### config.mk
export PLATFORM = sky130hd
export DESIGN_NAME = mem_wb_skid_reg
export DESIGN_NICKNAME = d
export VERILOG_FILES = /design/src/rtl/mem_wb_skid_reg.sv
export SDC_FILE = /design/constraint.sdc
export NUM_CORES = 1
export LEC_CHECK = 0
export BUFFER_PORTS_ARGS = -buffer_cell sky130_fd_sc_hd__buf_2
export CORE_MARGIN = 5
export CORE_UTILIZATION = 50
export CTS_BUF_LIST = sky130_fd_sc_hd__clkbuf_4
export DETAILED_ROUTE_END_ITERATION = 12
export PLACE_DENSITY = 0.76
export SLEW_MARGIN = 20
export SYNTH_ARGS = -nofsm -noshare
export SYNTH_HDL_FRONTEND = slang
export SYNTH_SLANG_ARGS = --single-unit
### constraint.sdc
create_clock -name clk -period 1.4 [get_ports clk]
set_input_delay 0.14 -clock clk [delete_from_list [all_inputs] [get_ports clk]]
set_output_delay 0.14 -clock clk [all_outputs]
set_load 0.005 [all_outputs]
### src/rtl/mem_wb_skid_reg.sv
// MEM->WB pipeline register with valid/ready handshake, 2-entry skid buffer, flush and freeze.
// Optional STALL_CNT_EN adds a saturating stall counter output (stall_cnt).
module mem_wb_skid_reg #(
    parameter int DATA_W = 32,
    parameter int DEST_W = 4,
    parameter int CNT_W  = 16
) (
    input  logic              clk,
    input  logic              rst,
    input  logic              flush,
    input  logic              freeze,
    input  logic              in_valid,
    output logic              in_ready,
    input  logic              in_wb_en,
    input  logic              in_mem_r_en,
    input  logic [DATA_W-1:0] in_alu_result,
    input  logic [DATA_W-1:0] in_mem_read_value,
    input  logic [DEST_W-1:0] in_dest,
    output logic              out_valid,
    input  logic              out_ready,
    output logic              out_wb_en,
    output logic              out_mem_r_en,
    output logic [DATA_W-1:0] out_alu_result,
    output logic [DATA_W-1:0] out_mem_read_value,
    output logic [DEST_W-1:0] out_dest,
    output logic [DATA_W-1:0] out_wb_value
`ifdef STALL_CNT_EN
    ,
    output logic [CNT_W-1:0]  stall_cnt
`endif
);

    // Handshake: a transfer happens on a rising edge where valid && ready are both high
    // (and neither rst nor flush nor freeze is active); valid never waits on ready.

    typedef enum logic [1:0] {
        EMPTY = 2'd0,
        ONE   = 2'd1,
        FULL  = 2'd2
    } state_t;

    typedef struct packed {
        logic              wb_en;
        logic              mem_r_en;
        logic [DATA_W-1:0] alu_result;
        logic [DATA_W-1:0] mem_read_value;
        logic [DEST_W-1:0] dest;
        logic [DATA_W-1:0] wb_value;
    } entry_t;

    state_t state, state_n;
    entry_t main_q, main_n;
    entry_t skid_q, skid_n;
    entry_t in_entry;
    logic   accept;
    logic   pop;

    // Write-back value is resolved once, at capture, so the WB stage sees a plain register.
    always_comb begin
        in_entry                = '0;
        in_entry.wb_en          = in_wb_en;
        in_entry.mem_r_en       = in_mem_r_en;
        in_entry.alu_result     = in_alu_result;
        in_entry.mem_read_value = in_mem_read_value;
        in_entry.dest           = in_dest;
        in_entry.wb_value       = in_mem_r_en ? in_mem_read_value : in_alu_result;
    end

    assign in_ready  = !freeze && (state != FULL);
    assign out_valid = !freeze && (state != EMPTY);
    assign accept    = in_valid && in_ready;
    assign pop       = out_valid && out_ready;

    always_comb begin
        state_n = state;
        main_n  = main_q;
        skid_n  = skid_q;
        if (flush) begin
            state_n = EMPTY;
            main_n  = '0;
            skid_n  = '0;
        end else if (!freeze) begin
            unique case (state)
                EMPTY: begin
                    if (accept) begin
                        state_n = ONE;
                        main_n  = in_entry;
                    end
                end
                ONE: begin
                    if (accept && pop) begin
                        main_n = in_entry;
                    end else if (accept) begin
                        state_n = FULL;
                        skid_n  = in_entry;
                    end else if (pop) begin
                        state_n = EMPTY;
                    end
                end
                FULL: begin
                    if (pop) begin
                        state_n = ONE;
                        main_n  = skid_q;
                    end
                end
                default: begin
                    state_n = EMPTY;
                end
            endcase
        end
    end

    always_ff @(posedge clk) begin
        if (rst) begin
            state  <= EMPTY;
            main_q <= '0;
            skid_q <= '0;
        end else begin
            state  <= state_n;
            main_q <= main_n;
            skid_q <= skid_n;
        end
    end

    // A bubble must never write the register file; the rest of the payload simply holds.
    assign out_wb_en          = out_valid && main_q.wb_en;
    assign out_mem_r_en       = main_q.mem_r_en;
    assign out_alu_result     = main_q.alu_result;
    assign out_mem_read_value = main_q.mem_read_value;
    assign out_dest           = main_q.dest;
    assign out_wb_value       = main_q.wb_value;

`ifdef STALL_CNT_EN
    logic stall_cond;

    // Counts cycles where a held entry cannot leave; flush deliberately does not clear it.
    assign stall_cond = (out_valid && !out_ready) || (freeze && (state != EMPTY));

    always_ff @(posedge clk) begin
        if (rst) begin
            stall_cnt <= '0;
        end else if (stall_cond && (stall_cnt != {CNT_W{1'b1}})) begin
            stall_cnt <= stall_cnt + 1'b1;
        end
    end
`else
    if (CNT_W < 1) begin : g_cnt_w_unused
    end
`endif

endmodule
==> reports/summary.txt, run 1 <==
===============================================================================
Layout cell share with drive strength beyond 1 ...................        0.295
First DRT Iteration DRCs .........................................          882
Routability-driven placement congestion ratio ....................        0.861
Number of hold violations in the final report ....................            2
Setup repair after global routing missed its margin ..............         true
Distinct cell type count of the synthesized netlist ..............           27
Tightest Pin Transition ..........................................       490 ps
CP cell instances ................................................ nand2b_4 -> buf_6 -> nor3_4 -> buf_4 -> buf_6 -> bufbuf_16 -> nand2_1 -> a21oi_2
Total of endpoints with negative setup slack in the final report .          207
Synthesized net count ............................................         1238
Die span in x ....................................................  152 microns
Master of the slowest instance on the critical path .............. sky130_fd_sc_hd__dfxtp_4
Number of warnings printed during yosys synthesis ................            0
Root cell of the clock tree ...................................... sky130_fd_sc_hd__clkbuf_4
Core Footprint ...................................................  19600 sq um
I/O pin total ....................................................          180
Number of nets in the final layout ...............................         1448
Pwr Total ........................................................     12600 uW
Leakage power summed over all cells ..............................   0.00605 uW
Kind of launch point of the worst setup path .....................         flop
Power per standard cell area .....................................  956 nW/um^2
Required time at the worst-slack endpoint ........................      2000 ps
Kind of capture point of the worst setup path ....................         flop
Initial Utilization ..............................................        0.512
Pin count of the biggest net entering global routing .............          133
Clock Sinks ......................................................          206
Reg2Reg Depth ....................................................            8
Global-route wire length before repair ........................... 48800 microns
Smallest setup slack after layout ................................      -380 ps
Half-perimeter wire length after placement ....................... 18200 microns
Worst path buffer plus inverter count ............................            4
Routed vias/inst .................................................         5.83
Post-Syn Area ....................................................  10000 sq um
Minimum clock period .............................................      1780 ps
Worst slack after detailed placement .............................      -179 ps
Normalized max-slew margin .......................................        0.673
Synthesized area per cell ........................................   8.63 sq um
Utilization after layout .........................................        0.671
Category of the critical setup timing path ....................... flop to flop
Port bufs ........................................................          179
First-pass detailed-route iteration total ........................            8
# hold bufs at CTS ...............................................           75
Cell family with the largest share of critical-path delay ........ buffers and inverters
Worst min-delay path category .................................... input pin to flop
Global-route usage over all layers ...............................        0.265
Period Utilization, post-route ...................................         1.27
Clk Latency, worst-skew pair .....................................       660 ps
Hold Path Stages .................................................            2
Buffer levels on the longest clock path ..........................            3
Cells after Synth ................................................         1162
Slack of the worst reg-to-reg path ...............................      -380 ps
Total wire length ................................................ 33400 microns
H-tree levels ....................................................            2
Final Max Slew Viols .............................................            0
TritonCTS clock tree .............................................        built
Post-synthesis sequential element count ..........................          206
Layout Cells excl Fill ...........................................         1675
Worst slack on hold paths ........................................      -248 ps
Floorplan die height .............................................  152 microns
Commonest cells after routing, fill and taps aside ............... sky130_fd_sc_hd__nand2_1, sky130_fd_sc_hd__dfxtp_1, sky130_fd_sc_hd__buf_2, sky130_fd_sc_hd__o211ai_1, sky130_fd_sc_hd__mux2i_1
TritonCTS buffer count ...........................................           53
Routed length per placed instance ................................ 19.9 microns
Die Footprint ....................................................  23000 sq um
Violated checks .................................................. hold timing, setup timing
Overall overflow remaining after global route ....................            0
DRC violation count after routing ................................            0
Maximum net fanout on the critical path ..........................            5
Detailed-route via count .........................................         9758
Peak per-stage delay on the critical path ........................       370 ps
Cell Rows ........................................................           51
Vias in the first global route ...................................         9275
Max cap viols ....................................................            0
Endpoint arrival time on the critical path .......................      2380 ps
ANT nets after route .............................................            0
Stages on the worst setup path ...................................            8
Worst voltage drop across the vdd grid ...........................     0.561 mV
Instance count after placement with tap cells included ...........         1469
Sequential area share after synthesis ............................        0.411
Max Clk Rate .....................................................      562 MHz
Cell repeated most along the worst path .......................... sky130_fd_sc_hd__buf_6
Clock tree skew after final layout ...............................      19.6 ps
Run status ....................................................... finished, violations left
Most common cell after layout, fill and taps aside ............... sky130_fd_sc_hd__nand2_1
Area added between synthesis and finish ..........................        31.0%
Clock-pin transition on the worst setup and hold timing paths ....        70 ps
Antenna violations before repair .................................            2
===============================================================================
## per-stage QoR
stage | instance area, sq um | TNS, ps
after floorplan | 10100 | -459
after global placement | 10800 | -12660
after detailed placement | 10800 | -19180
after CTS | 12700 | -46880
after global routing | 13100 | -67980
final | 13100 | -52320
## worst paths after layout
path	startpoint	to
setup / recovery	state[1]	skid_q[35]
hold / removal	freeze	out_wb_value[31]
setup reg to reg	state[1]	skid_q[35]
hold reg to reg	skid_q[56]	skid_q[56]
## Yosys cell counts (all sizes together)
library cell	number	area (sq um)
o211ai	134	1010
and3b	1	8.76
nand2	243	912
a31oi	1	21.3
a211oi	32	240
or2	1	6.26
nor3	1	16.3
inv	1	3.75
a211o	1	8.76
xor2	1	8.76
or4	70	526
nand2b	3	21.3
or3	1	6.26
dfxtp	206	4120
buf	157	1100
clkbuf	62	233
nor2	37	139
and2	1	6.26
a21oi	72	360
o31ai	32	240
mux2i	102	1020
o21ai	2	10.0
nor2b	1	6.26
## registers in the layout (all words and copies together) (netlist names)
name                cells
out_wb_value           32
out_mem_read_value     32
out_mem_r_en            1
out_alu_result         32
out_dest                4
main_q                  1
skid_q                102
state                   2
## routing by layer
| layer | global-route usage | vias to the layer above | part of all wire |
|---|---|---|---|
| met4 | 0.114 | 2 | 0.042 |
| met3 | 0.0720 | 137 | 0.088 |
| met2 | 0.415 | 522 | 0.46 |
| li1 | - | 4519 | - |
| met5 | 0 | - | 0.00039 |
| met1 | 0.344 | 4578 | 0.41 |
## final cells by class
class | count | area, sq um
Fill cell | 1460 | 6450
Multi-Input combinational cell | 736 | 4710
Sequential cell | 206 | 4130
Timing Repair Buffer | 374 | 3320
Clock buffer | 79 | 593
Tap cell | 265 | 332
Clock inverter | 12 | 46.3
Antenna cell | 2 | 5.00
Inverter | 1 | 3.75
## cells by family (layout without fill, tap and decap cells)
family                 after synthesis  in the layout  synth area share
XOR/XNOR                             1              1          0.000874
other                                0              2                 0
multiplexers                       102            102             0.102
AO/OA/AOI/OAI                      274            274             0.188
buffers and inverters              220            466             0.134
AND/OR/NAND/NOR                    359            359             0.164
flip-flops                         206            206             0.411
## power breakdown
group          internal, uW  switching, uW  leakage, uW
Combinational           697            848      0.00400
Clock                  2560           2470     0.000387
Sequential             5930           47.6      0.00167
Total                  9190           3370      0.00605
## timing repair
action | 4_1_cts | 5_1_grt
setup buffers | 13 | 8
gates resized for setup | 40 | 37
endpoints found under the setup margin | 205 | 210
endpoints found under the hold margin | 177 | 2
pin swaps | 13 | 8
cloned | 8 | 11
No activity file was read; power rests on OpenSTA's default activity.
==> run 2: changes to the inputs <==
--- a/config.mk
+++ b/config.mk
@@ -5,12 +5,12 @@
 export SDC_FILE = /design/constraint.sdc
 export NUM_CORES = 1
 export LEC_CHECK = 0
-export BUFFER_PORTS_ARGS = -buffer_cell sky130_fd_sc_hd__buf_2
 export CORE_MARGIN = 5
 export CORE_UTILIZATION = 50
 export CTS_BUF_LIST = sky130_fd_sc_hd__clkbuf_4
 export DETAILED_ROUTE_END_ITERATION = 12
-export PLACE_DENSITY = 0.76
+export DONT_BUFFER_PORTS = 1
+export PLACE_DENSITY = 0.68
 export SLEW_MARGIN = 20
 export SYNTH_ARGS = -nofsm -noshare
 export SYNTH_HDL_FRONTEND = slang
==> run 2 against run 1 <==
Routed wire length increased by 2.6%. The flow still finishes with violations (hold timing, setup timing). Highest routed layer is now met4. Global-route usage decreased by 1.3 points. Clock power decreased by 2%. Critical path type unchanged. Sequential share of layout area decreased by 1.1 points. Worst hold slack got worse by 64 ps. Final cell count decreased by 9.6%. Largest power group unchanged. Combinational power decreased by 11%.
==> reports/summary.txt, run 2 (synthesis gave the netlist of run 1 again) <==
===============================================================================
ANT nets after route .............................................            0
Tightest Pin Transition ..........................................       531 ps
Power per standard cell area .....................................  903 nW/um^2
Half-perimeter wire length after placement ....................... 17200 microns
Leakage power summed over all cells ..............................   0.00588 uW
Biggest register .................................................       skid_q
Core Footprint ...................................................  19600 sq um
Detailed-route via count .........................................         9241
Kind of launch point of the worst setup path .....................         flop
Combined area of the multi-input logic cells .....................   5590 sq um
Worst slack on hold paths ........................................      -312 ps
Max Clk Rate .....................................................      563 MHz
Layout Cells excl Fill ...........................................         1514
Smallest setup slack after layout ................................      -377 ps
Required time at the worst-slack endpoint ........................      2010 ps
Global-route wire length before repair ........................... 46000 microns
Number of flip-flops in the largest register .....................          102
Clk Latency, worst-skew pair .....................................       670 ps
TritonCTS buffer count ...........................................           56
Violated checks .................................................. hold timing, setup timing
Worst slack after detailed placement .............................      -209 ps
Clock Sinks ......................................................          206
Maximum net fanout on the critical path ..........................            6
Die Footprint ....................................................  23000 sq um
Area added between synthesis and finish ..........................        36.0%
Floorplan die height .............................................  152 microns
Run status ....................................................... finished, violations left
Worst min-delay path category .................................... input pin to flop
Worst voltage drop across the vdd grid ...........................     0.677 mV
Pwr Total ........................................................     12300 uW
Layout cell share with drive strength beyond 1 ...................        0.355
Overall overflow remaining after global route ....................            0
Buffer levels on the longest clock path ..........................            3
Root cell of the clock tree ...................................... sky130_fd_sc_hd__clkbuf_4
Die span in x ....................................................  152 microns
Number of nets in the final layout ...............................         1288
Pin count of the biggest net entering global routing .............          212
First DRT Iteration DRCs .........................................          751
Most common cell after layout, fill and taps aside ............... sky130_fd_sc_hd__dfxtp_1
Clock-pin transition on the worst setup and hold timing paths ....        70 ps
Antenna violations before repair .................................            2
Slack of the worst reg-to-reg path ...............................      -380 ps
Commonest cells after routing, fill and taps aside ............... sky130_fd_sc_hd__dfxtp_1, sky130_fd_sc_hd__nand2_1, sky130_fd_sc_hd__o211ai_1, sky130_fd_sc_hd__mux2i_1, sky130_fd_sc_hd__dlygate4sd3_1
Cell Rows ........................................................           51
Minimum clock period .............................................      1780 ps
Routed vias/inst .................................................         6.10
Number of hold violations in the final report ....................           79
H-tree levels ....................................................            2
Clock tree skew after final layout ...............................      30.9 ps
Total of endpoints with negative setup slack in the final report .          208
Global-route usage over all layers ...............................        0.251
Vias in the first global route ...................................         8153
Category of the critical setup timing path ....................... flop to flop
Routability-driven placement congestion ratio ....................        0.783
Max cap viols ....................................................            0
Layout fillers ...................................................         1358
Routed length per placed instance ................................ 22.6 microns
Final Max Slew Viols .............................................            0
Instance count after placement with tap cells included ...........         1265
Setup repair after global routing missed its margin ..............         true
Sequential cell area .............................................   4130 sq um
Normalized max-slew margin .......................................        0.646
I/O pin total ....................................................          180
DRC violation count after routing ................................            0
Initial Utilization ..............................................        0.512
Total wire length ................................................ 34300 microns
Endpoint arrival time on the critical path .......................      2390 ps
TritonCTS clock tree .............................................        built
First-pass detailed-route iteration total ........................            5
Period Utilization, post-route ...................................         1.27
Port bufs ........................................................            0
Kind of capture point of the worst setup path ....................         flop
===============================================================================
-- run 2: changes by cell type in the layout (fill, tap and decap cells not counted), sizes merged --
cell          delta
buf            -161
clkinv          +10
clkbuf           -7
bufbuf           -2
dlygate4sd3      -1
dlymetal6s4s     -1
inv              +1
-- run 2: stage by stage --
step / hold slack (ps) / instance area [sq um] / setup TNS [ps] / util
CTS: -455 / 12200 / -43160 / 0.623
floorplan: 276 / 10100 / -459 / -
global placement: 269 / 9740 / -15190 / 0.497
finish: -312 / 13600 / -51390 / 0.696
detailed placement: 274 / 9740 / -21690 / 0.497
global route: -440 / 13600 / -62090 / 0.696
-- run 2: layout make-up --
type	instances	area share
Multi-Input combinational cell	736	0.410
Sequential cell	206	0.303
Timing Repair Buffer	211	0.217
Clock buffer	70	0.0385
Tap cell	265	0.0243
Clock inverter	23	0.00679
Antenna cell	2	0.000367
Inverter	1	0.000275
-- run 2: worst max-delay path, cell delays in order, from the launching register on --
cell	delay, ps
sky130_fd_sc_hd__dfxtp_4	370
sky130_fd_sc_hd__buf_6	100
sky130_fd_sc_hd__and3b_2	220
sky130_fd_sc_hd__a31oi_4	50
sky130_fd_sc_hd__buf_6	160
sky130_fd_sc_hd__clkbuf_16	150
sky130_fd_sc_hd__buf_12	120
sky130_fd_sc_hd__or4_1	480
sky130_fd_sc_hd__nand2_1	90
-- run 2: routing by layer --
layer	up-vias	share of wire	global-route usage
met3	92	0.098	0.0845
met5	-	0	0
met4	0	0.028	0.0692
li1	4220	-	-
met1	4498	0.42	0.352
met2	431	0.46	0.369
-- run 2: what timing repair did --
item / CTS / global route
endpoints found under the setup margin: 206 / 208
pin swaps: 48 / 87
gates resized for setup: 109 / 274
cloned: 18 / 14
hold buffers: 73 / 1
buffers inserted: 23 / 36
endpoints found under the hold margin: 206 / 106
-- run 2: worst paths after layout --
path                    from                     end  depth (start not counted)
setup / recovery    state[1]       out_alu_result[0]                          8
setup reg to reg    state[1]       out_alu_result[0]                          8
hold / removal        freeze  out_mem_read_value[26]                          2
hold reg to reg   skid_q[48]              skid_q[48]                          2
-- run 2: where the power goes --
part / switching (uW) / internal (uW) / total (uW) / leakage [uW]
logic: 778 / 605 / 1380 / 0.00384
clock network: 2590 / 2340 / 4930 / 0.000375
registers: 73.4 / 5930 / 6010 / 0.00167
